### src/rtl/hwce_seq_pkg.sv
// Shared definitions for the HWCE stream sequencer: state encoding and default sizing.
package hwce_seq_pkg;

    typedef enum logic [2:0] {
        S_IDLE     = 3'd0,
        S_WLOAD    = 3'd1,
        S_PRELOAD  = 3'd2,
        S_AXI_WAIT = 3'd3,
        S_RUN_REQ  = 3'd4,
        S_RUN      = 3'd5,
        S_ERROR    = 3'd6
    } seq_state_e;

    localparam int unsigned DEFAULT_N_STREAMS = 5;
    localparam int unsigned DEFAULT_JOB_W     = 8;

endpackage

### src/rtl/hwce_seq_handshake.sv
// Per-phase start tracker: loads a stream mask, holds each request until its ready is seen.
module hwce_seq_handshake
    import hwce_seq_pkg::*;
#(
    parameter int unsigned N = DEFAULT_N_STREAMS
) (
    input  logic         clk,
    input  logic         rst,
    input  logic         load,
    input  logic [N-1:0] mask,
    input  logic [N-1:0] ready,
    input  logic         clear,
    output logic [N-1:0] req,
    output logic         all_done
);

    logic [N-1:0] pending;
    logic [N-1:0] pending_nxt;

    // Ready on a stream with no outstanding request simply has nothing to clear.
    always_comb begin
        pending_nxt = pending & ~ready;
    end

    always_ff @(posedge clk) begin
        if (rst || clear) begin
            pending <= '0;
        end else if (load) begin
            pending <= mask;
        end else begin
            pending <= pending_nxt;
        end
    end

    assign req      = pending;
    assign all_done = (pending_nxt == '0);

endmodule

### src/rtl/hwce_stream_sequencer.sv
// HWCE job sequencer: weight load, preload start, AXI wait, run start, run; loops over n_jobs.
// Optional watchdog enabled by defining HWCE_SEQ_TIMEOUT_EN.
module hwce_stream_sequencer
    import hwce_seq_pkg::*;
#(
    parameter int unsigned N_STREAMS      = DEFAULT_N_STREAMS,
    parameter int unsigned JOB_W          = DEFAULT_JOB_W,
    parameter int unsigned TIMEOUT_W      = 16,
    parameter int unsigned TIMEOUT_CYCLES = 65535
) (
    input  logic                 clk,
    input  logic                 rst,
    input  logic                 start_i,
    input  logic [JOB_W-1:0]     n_jobs_i,
    input  logic [N_STREAMS-1:0] preload_mask_i,
    input  logic [N_STREAMS-1:0] run_mask_i,
    input  logic                 done_weightload_i,
    input  logic                 axi_done_preload_i,
    input  logic                 done_ctrl_i,
    input  logic                 abort_i,
    input  logic [N_STREAMS-1:0] ready_start_i,
    output logic [N_STREAMS-1:0] req_start_o,
    output logic                 engine_start_o,
    output logic                 busy_o,
    output logic                 done_o,
    output logic [JOB_W-1:0]     job_idx_o,
    output logic [2:0]           state_o,
    output logic                 err_timeout_o
);

    if (TIMEOUT_CYCLES == 0 || (TIMEOUT_CYCLES >> TIMEOUT_W) != 0) begin : g_bad_timeout
        $error("TIMEOUT_CYCLES must be in 1 .. 2**TIMEOUT_W-1");
    end

    seq_state_e           state, state_nxt, norm_nxt;
    logic [JOB_W-1:0]     job_idx, job_nxt, last_idx;
    logic [N_STREAMS-1:0] pre_mask, run_mask, hs_mask, hs_req;
    logic                 hs_load, hs_clear, hs_all_done;
    logic                 latch, eng_nxt, done_nxt, go, wd_hit;
    logic                 eng_q, done_q, busy_q, run_seen_q;

    // Normal-flow next state and side effects, before abort/watchdog overrides.
    always_comb begin
        norm_nxt = state;
        job_nxt  = job_idx;
        eng_nxt  = 1'b0;
        done_nxt = 1'b0;
        latch    = 1'b0;
        case (state)
            S_IDLE: if (start_i) begin
                norm_nxt = S_WLOAD;
                latch    = 1'b1;
                job_nxt  = '0;
                eng_nxt  = 1'b1;
            end
            S_WLOAD:    if (done_weightload_i)  norm_nxt = S_PRELOAD;
            S_PRELOAD:  if (hs_all_done)        norm_nxt = S_AXI_WAIT;
            S_AXI_WAIT: if (axi_done_preload_i) norm_nxt = S_RUN_REQ;
            S_RUN_REQ:  if (hs_all_done)        norm_nxt = S_RUN;
            // done_ctrl_i may still be high from the previous job on the first RUN cycle.
            S_RUN: if (run_seen_q && done_ctrl_i) begin
                if (job_idx == last_idx) begin
                    norm_nxt = S_IDLE;
                    done_nxt = 1'b1;
                end else begin
                    norm_nxt = S_WLOAD;
                    job_nxt  = job_idx + 1'b1;
                    eng_nxt  = 1'b1;
                end
            end
            S_ERROR: norm_nxt = S_ERROR;
            default: norm_nxt = S_IDLE;
        endcase
    end

    // A watchdog hit only happens on a cycle with no progress, so it has no side effects to cancel.
    always_comb begin
        go        = ~abort_i;
        state_nxt = abort_i ? S_IDLE : (wd_hit ? S_ERROR : norm_nxt);
        hs_load   = go && (state_nxt != state)
                    && (state_nxt == S_PRELOAD || state_nxt == S_RUN_REQ);
        hs_mask   = (state_nxt == S_PRELOAD) ? pre_mask : run_mask;
        hs_clear  = (state_nxt == S_IDLE) || (state_nxt == S_ERROR);
    end

    hwce_seq_handshake #(.N(N_STREAMS)) u_handshake (
        .clk      (clk),
        .rst      (rst),
        .load     (hs_load),
        .mask     (hs_mask),
        .ready    (ready_start_i),
        .clear    (hs_clear),
        .req      (hs_req),
        .all_done (hs_all_done)
    );

    always_ff @(posedge clk) begin
        if (rst) begin
            state      <= S_IDLE;
            job_idx    <= '0;
            last_idx   <= '0;
            pre_mask   <= '0;
            run_mask   <= '0;
            eng_q      <= 1'b0;
            done_q     <= 1'b0;
            busy_q     <= 1'b0;
            run_seen_q <= 1'b0;
        end else begin
            state      <= state_nxt;
            job_idx    <= go ? job_nxt : job_idx;
            eng_q      <= go && eng_nxt;
            done_q     <= go && done_nxt;
            busy_q     <= (state_nxt != S_IDLE);
            run_seen_q <= (state == S_RUN);
            if (go && latch) begin
                pre_mask <= preload_mask_i;
                run_mask <= run_mask_i;
                last_idx <= (n_jobs_i == '0) ? '0 : n_jobs_i - 1'b1;
            end
        end
    end

`ifdef HWCE_SEQ_TIMEOUT_EN
    localparam logic [TIMEOUT_W-1:0] WD_LAST = TIMEOUT_W'(TIMEOUT_CYCLES - 1);

    logic [TIMEOUT_W-1:0] wd_cnt;
    logic                 wd_counting, wd_accept, err_q;

    always_comb begin
        wd_counting = (state != S_IDLE) && (state != S_ERROR);
        wd_accept   = |(hs_req & ready_start_i);
        wd_hit      = wd_counting && (norm_nxt == state) && !wd_accept && (wd_cnt == WD_LAST);
    end

    always_ff @(posedge clk) begin
        if (rst) begin
            wd_cnt <= '0;
            err_q  <= 1'b0;
        end else begin
            if (abort_i || !wd_counting || state_nxt != state || wd_accept) begin
                wd_cnt <= '0;
            end else begin
                wd_cnt <= wd_cnt + 1'b1;
            end
            if (abort_i) begin
                err_q <= 1'b0;
            end else if (wd_hit) begin
                err_q <= 1'b1;
            end
        end
    end

    assign err_timeout_o = err_q;
`else
    assign wd_hit        = 1'b0;
    assign err_timeout_o = 1'b0;
`endif

    assign req_start_o    = hs_req;
    assign engine_start_o = eng_q;
    assign busy_o         = busy_q;
    assign done_o         = done_q;
    assign job_idx_o      = job_idx;
    assign state_o        = state;

endmodule

### config.mk
export PLATFORM = sky130hd
export DESIGN_NAME = hwce_stream_sequencer
export DESIGN_NICKNAME = d
export VERILOG_FILES = /design/src/rtl/hwce_seq_pkg.sv /design/src/rtl/hwce_seq_handshake.sv /design/src/rtl/hwce_stream_sequencer.sv
export SDC_FILE = /design/constraint.sdc
export NUM_CORES = 1
export LEC_CHECK = 0
export CAP_MARGIN = 20
export CORE_MARGIN = 1
export CORE_UTILIZATION = 52
export DETAILED_ROUTE_END_ITERATION = 10
export HOLD_SLACK_MARGIN = 0.06
export PLACE_DENSITY_LB_ADDON = 0.08
export SLEW_MARGIN = 30
export SYNTH_ARGS = -nofsm -noshare
export SYNTH_HDL_FRONTEND = slang
export SYNTH_HIERARCHICAL = 1
export SYNTH_SLANG_ARGS = --single-unit
### constraint.sdc
create_clock -name clk -period 6.84 [get_ports clk]
set_input_delay 1.026 -clock clk [delete_from_list [all_inputs] [get_ports clk]]
set_output_delay 1.026 -clock clk [all_outputs]
set_load 0.01 [all_outputs]
# Word-level counts from Yosys, hierarchy flattened

Index checks and enable logic that the tools add are counted.
W data, S select, Z words.

Add/subtract/negate cells: 2
Reductions and logical operators: 16
Bitwise operators: 3
Equality and inequality tests: 14
Multiplexer cells: 24

Operator list:

| cell                  | number |
|---|---|
| $mux W8               | 4 |
| $mux W3               | 7 |
| $pmux W3 S7           | 1 |
| $pmux W8 S2           | 1 |
| $eq A3 B3 Y1 const B  | 5 |
| $mux W5               | 2 |
| $eq A3 B2 Y1 const B  | 3 |
| $add A8 B1 Y8 const B | 1 |
| $eq A8 B8 Y1          | 1 |
| $logic_not A8 Y1      | 1 |
| $mux W1               | 8 |
| $sub A8 B1 Y8 const B | 1 |
| $logic_and A1 B1 Y1   | 6 |
| $logic_not A3 Y1      | 2 |
| $ne A2 B2 Y1 const B  | 3 |
| $and A5 B5 Y5         | 1 |
| $logic_not A5 Y1      | 1 |
| $not A5 Y5            | 1 |
| $reduce_and A5 Y1     | 1 |
| $eq A3 B1 Y1 const B  | 1 |
| $logic_or A1 B1 Y1    | 3 |
| $ne A3 B3 Y1          | 1 |
| $reduce_bool A3 Y1    | 1 |
| $pmux W1 S2           | 1 |
| 2 further kinds       | 2 |

Word-level logic and storage cells: 69
Bits in registers: 38
Output and inout bits: 20
Input bits: 30

# Depth between registers and ports, before layout

Depth in word-level cells: 10
Depth in mapped cells: 11
Gate-level depth less buffers: 10

# Modules after synthesis

Netlist, hierarchy kept.

Modules (own cells, without submodules):

| module                | area an instance (µm²) | instances | seq. area each (µm²) | cells each |
|---|---|---|---|---|
| hwce_stream_sequencer | 1729.2                 | 1         | 660.6                | 209 |
| hwce_seq_handshake    | 240.2                  | 1         | 100.1                | 25 |

# Worst setup path after synthesis

No wires, ideal clock.

Kind: input to register
Start: in ready_start_i[4]
End: reg u_handshake.pending[2], in the netlist u_handshake/req[2]
Data arrival time: 2.461 ns
Library setup time: 0.120 ns
Slack: 4.259 ns
Stages: 9
Data required time: 6.720 ns
Path buffers: 1
Cell sequence: nor2b_1 > nor4_1 > o211ai_1 > o211ai_1 > a31o_2 > nor4b_1 > buf_6 > mux2i_1 > nor3_1

Longest elaborated chain between the ends: 10
Elaborated cells between the ends (all ways): 19
Those cells by class: eq/ne (4); mux (6); bitwise (2); reduce/logical (7)

RTL lines:

| item                                                             | RTL line                                                 | text |
|---|---|---|
| from (decl)                                                      | hwce_stream_sequencer.sv:21                              | `input logic [N_STREAMS-1:0] ready_start_i,` |
| $not A5 Y5 *                                                     | hwce_seq_handshake.sv:22                                 | `pending_nxt = pending & ~ready;` |
| $and A5 B5 Y5 *                                                  | hwce_seq_handshake.sv:22                                 |  |
| $logic_not A5 Y1 *                                               | hwce_seq_handshake.sv:36                                 | `assign all_done = (pending_nxt == '0);` |
| via hs_all_done                                                  | hwce_stream_sequencer.sv:38                              | `logic hs_load, hs_clear, hs_all_done;` |
| $mux W3 (on tied branches)                                       | hwce_stream_sequencer.sv:59, hwce_stream_sequencer.sv:57 |  |
| $pmux W3 S7 *                                                    | hwce_stream_sequencer.sv:49                              | `case (state)` |
| $mux W3 *                                                        | hwce_stream_sequencer.sv:79                              | `state_nxt = abort_i ? S_IDLE : (wd_hit ? S_ERROR : norm_nxt);` |
| $ne A3 B3 Y1, or another cell as far along                       | hwce_stream_sequencer.sv:80                              | `hs_load = go && (state_nxt != state)` |
| $logic_and A1 B1 Y1 / $logic_or A1 B1 Y1 (equally long branches) | hwce_stream_sequencer.sv:80, hwce_stream_sequencer.sv:81 |  |
| $logic_and A1 B1 Y1 *                                            | hwce_stream_sequencer.sv:81                              | `&& (state_nxt == S_PRELOAD \|\| state_nxt == S_RUN_REQ);` |
| via hs_load                                                      | hwce_stream_sequencer.sv:38                              |  |
| $mux W5 *                                                        | hwce_seq_handshake.sv:28                                 | `end else if (load) begin` |
| to (signal assigned)                                             | hwce_seq_handshake.sv:29                                 | `pending <= mask;` |
| to (signal assigned)                                             | hwce_seq_handshake.sv:31                                 | `pending <= pending_nxt;` |
| to (decl)                                                        | hwce_seq_handshake.sv:17                                 | `logic [N-1:0] pending;` |

Mark *: on every way through the listed nets, which the timed path passes. The rest lies on a longest branch.
A chain may end at the register's enable or synchronous reset.

# Worst setup path after layout

Start: in abort_i
End: reg last_idx[4]

Longest elaborated chain between the ends: 2

RTL lines:

| item                 | RTL line                     | text |
|---|---|---|
| from (decl)          | hwce_stream_sequencer.sv:20  | `input logic abort_i,` |
| $not A1 Y1 (no line) | --                           |  |
| $logic_and A1 B1 Y1  | hwce_stream_sequencer.sv:115 | `if (go && latch) begin` |
| to (signal assigned) | hwce_stream_sequencer.sv:118 | `last_idx <= (n_jobs_i == '0) ? '0 : n_jobs_i - 1'b1;` |
| to (decl)            | hwce_stream_sequencer.sv:36  | `logic [JOB_W-1:0] job_idx, job_nxt, last_idx;` |

Every way passes these cells.

==> results.cfg <==
[detailed_routing]
vias = 1776
routedWlPerCell_um = 12.8
dr_wl_met3_um = 198
antenna_left = 0
wl_met1_mm = 2.04
drc_errors = 0
via_per_inst = 5.45
drtIter0Drc = 101
highest_layer = met4
drtPass1Iterations = 5
met2WireLength_mm = 1.92
routed_wl_mm = 4.19

[sta]
tns_ns = 0
fin_crit_ns = 3.03
setup_slack_ns = 3.81
skew_ns = 0.00861
slew_viol_final = 0
setup_viol = 0
relSlewSlack_pct = 52.7
fin_crit_sh_pct = 44.2
hold_violations = 0
tightest_slew_ns = 0.703
fmax_ghz = 0.330
rsz0062_at_grt = false

[clock_tree]
clockRootBuffer = clkbuf_8
cts_setup_buffers = 0
cts_buffer_depth = 2
insertion_delay_ns = 0.29
cts_htree_levels = 2
cts_resized = 0
path_clk_slew_ns = 0.08
cts_buffers = 5
clkSinkCount = 38
cts_tree = built
cts_hold_buf = 0

[setup_path]
critPathLaunchType = primary input
cp.required_ns = 7.06
cp_max_fo = 19
crit_family = simple AND/OR/NAND/NOR gates
critical_path.cell_chain = clkdlybuf4s50_1, or4_1, a21oi_1, a22oi_1, nor2_1
end_kind = flip-flop
cpPeakStageDelay_ns = 0.85
cpMaxStageDelayCell = or4_1
worstSetupPathType = in -> reg
path_buf_inv = 1
cp.arrival_ns = 3.24

[cells_and_area]
stdcell_area_um2 = 2570
synthToLayoutAreaGrowth_pct = 30.3
drive_above_1_share_pct = 8.93
layout.cells.non_filler = 326
final_cell_mix = clkdlybuf4s50_1, dfxtp_1, nand2_1, nor2_1, a21oi_1
final_common_cell = clkdlybuf4s50_1
nets = 311
num_antenna_cells = 0

[run]
drv_cap = 0

[placement]
io_buffers = 48
gp_congestion = 0.835
post-place-ws_ns = 3.54
dp_hpwl_mm = 3.04
placed_cell_area_um2 = 2480
dpl.cell_count = 318

[power_and_ir_drop]
power.leakage_nw = 0.922
powerDensity_nw_per_um2 = 174
ir_drop_mv = 0.134
internal_power_uw = 330
p_clk_share_pct = 33.8
switching_share_pct = 26.0
seqPwrFrac_pct = 52.0
p_switching_uw = 116
comb_power_share_pct = 14.1

[synthesis]
synth_edf_count = 0
ys_warn_count = 6
ys_seq_elements = 38
ys_async_sr_fraction_pct = 0
ys_seq_area_share_pct = 38.6
synth_cell_types = 46
synth_area_um2 = 1970
avgSynthCellArea_um2 = 8.42
synthCells = 234
synth_nets = 266
synth_flop_cell = dfxtp_1

[grt]
grt_pass1_wl_mm = 7.16
grt_pass1_vias = 1538
antenna_found_initial = 0
grt_max_degree = 32
grt_usage_pct = 22.4
overflow = 0

[die]
core-area_um2 = 3470
row_count = 21
io_pins = 50
die-area_um2 = 4040
start_util_pct = 56.8
die_y_um = 63.5
die_w_um = 63.5

[hold_path]
min_path_type = reg -> reg

[outcome]
status = finished clean
-- area by class of cell --
cell class	instances	area, µm²
Multi-Input combinational cell	174	1120
Fill cell	287	902
Sequential cell	38	761
Timing Repair Buffer	51	503
Clock buffer	5	68.8
Tap cell	46	57.6
Inverter	9	33.8
Clock inverter	3	21.3
-- power groups by stage --
| stage | sequential, mW | combinational (mW) | clock [mW] |
|---|---|---|---|
| finish | 0.232 | 0.0630 | 0.151 |
| global route | 0.233 | 0.0695 | 0.165 |
| CTS | 0.232 | 0.0631 | 0.154 |
| detailed placement | 0.237 | 0.0624 | 0 |
| global placement | 0.237 | 0.0617 | 0 |
| floorplan | 0.236 | 0.0349 | 0 |
-- stage by stage --
| stage | util [%] | power, mW | hold WS [ns] |
|---|---|---|---|
| 3_3_place_gp | 71.4 | 0.299 | 0.440 |
| 2_1_floorplan | - | 0.271 | 0.433 |
| 3_5_place_dp | 71.4 | 0.300 | 0.447 |
| 4_1_cts | 74.0 | 0.449 | 0.459 |
| 6_report | 74.0 | 0.446 | 0.456 |
| 5_1_grt | 74.0 | 0.468 | 0.475 |
-- cell usage after synthesis (3+ instances only) --
library cell | number | area share [%]
dfxtp_1 | 38 | 39
nand2_1 | 31 | 5.9
nor2_1 | 19 | 3.6
a21oi_1 | 17 | 4.3
nor3_1 | 12 | 3.0
xor2_1 | 12 | 5.3
clkbuf_1 | 11 | 2.1
inv_1 | 9 | 1.7
nor2b_1 | 8 | 2.5
a22oi_1 | 6 | 2.3
xnor2_1 | 6 | 2.7
a211oi_1 | 5 | 1.9
mux2_2 | 5 | 2.9
mux2i_1 | 4 | 2.0
nand2b_1 | 4 | 1.3
nor4_1 | 3 | 0.95
o21ai_0 | 3 | 0.76
or4_1 | 3 | 1.1
-- worst paths after layout --
check | depth (start not counted) | endpoint | slack, ns | startpoint
max | 5 | last_idx[4]$_SDFFE_PP0P_ | 3.81 | abort_i
min | 2 | pre_mask[2]$_SDFFE_PP0P_ | 0.46 | pre_mask[2]$_SDFFE_PP0P_
max reg2reg | 8 | u_handshake/req[4]$_SDFF_PP0_ | 4.08 | job_idx_o[3]$_SDFFE_PP0P_
min reg2reg | 2 | pre_mask[2]$_SDFFE_PP0P_ | 0.46 | pre_mask[2]$_SDFFE_PP0P_
-- metal layers --
| layer | up-vias | track usage, % |
|---|---|---|
| li1 | 910 | - |
| met4 | 0 | 6.82 |
| met3 | 4 | 5.62 |
| met1 | 810 | 31.8 |
| met2 | 52 | 32.8 |
| met5 | - | 0 |
-- state kept, by name, summed over array words and instances (netlist names) --
| register | count |
|---|---|
| run_seen_q | 1 |
| pre_mask | 5 |
| state_o | 3 |
| last_idx | 8 |
| done_o | 1 |
| job_idx_o | 8 |
| busy_o | 1 |
| run_mask | 5 |
| u_handshake/req | 5 |
| engine_start_o | 1 |
-- cells by family (layout without fill, tap and decap cells) --
logic type,Yosys count,after routing,synth area share [%]
adders and majority gates,2,2,1.27
AOI/OAI and AO/OA,47,47,16.3
xor gates and xnor gates,18,18,8.01
buffers and inverters,22,68,4.76
other,1,1,0.190
and+or+nand+nor,97,97,25.9
muxes,9,9,4.89
DFF,38,38,38.6
-- worst min-delay path: stages (launching register included) --
cell,delay [ns]
dfxtp_1,0.31
nand2_1,0.05
a21oi_1,0.05
Note: power is estimated with default switching activity, not from simulation.
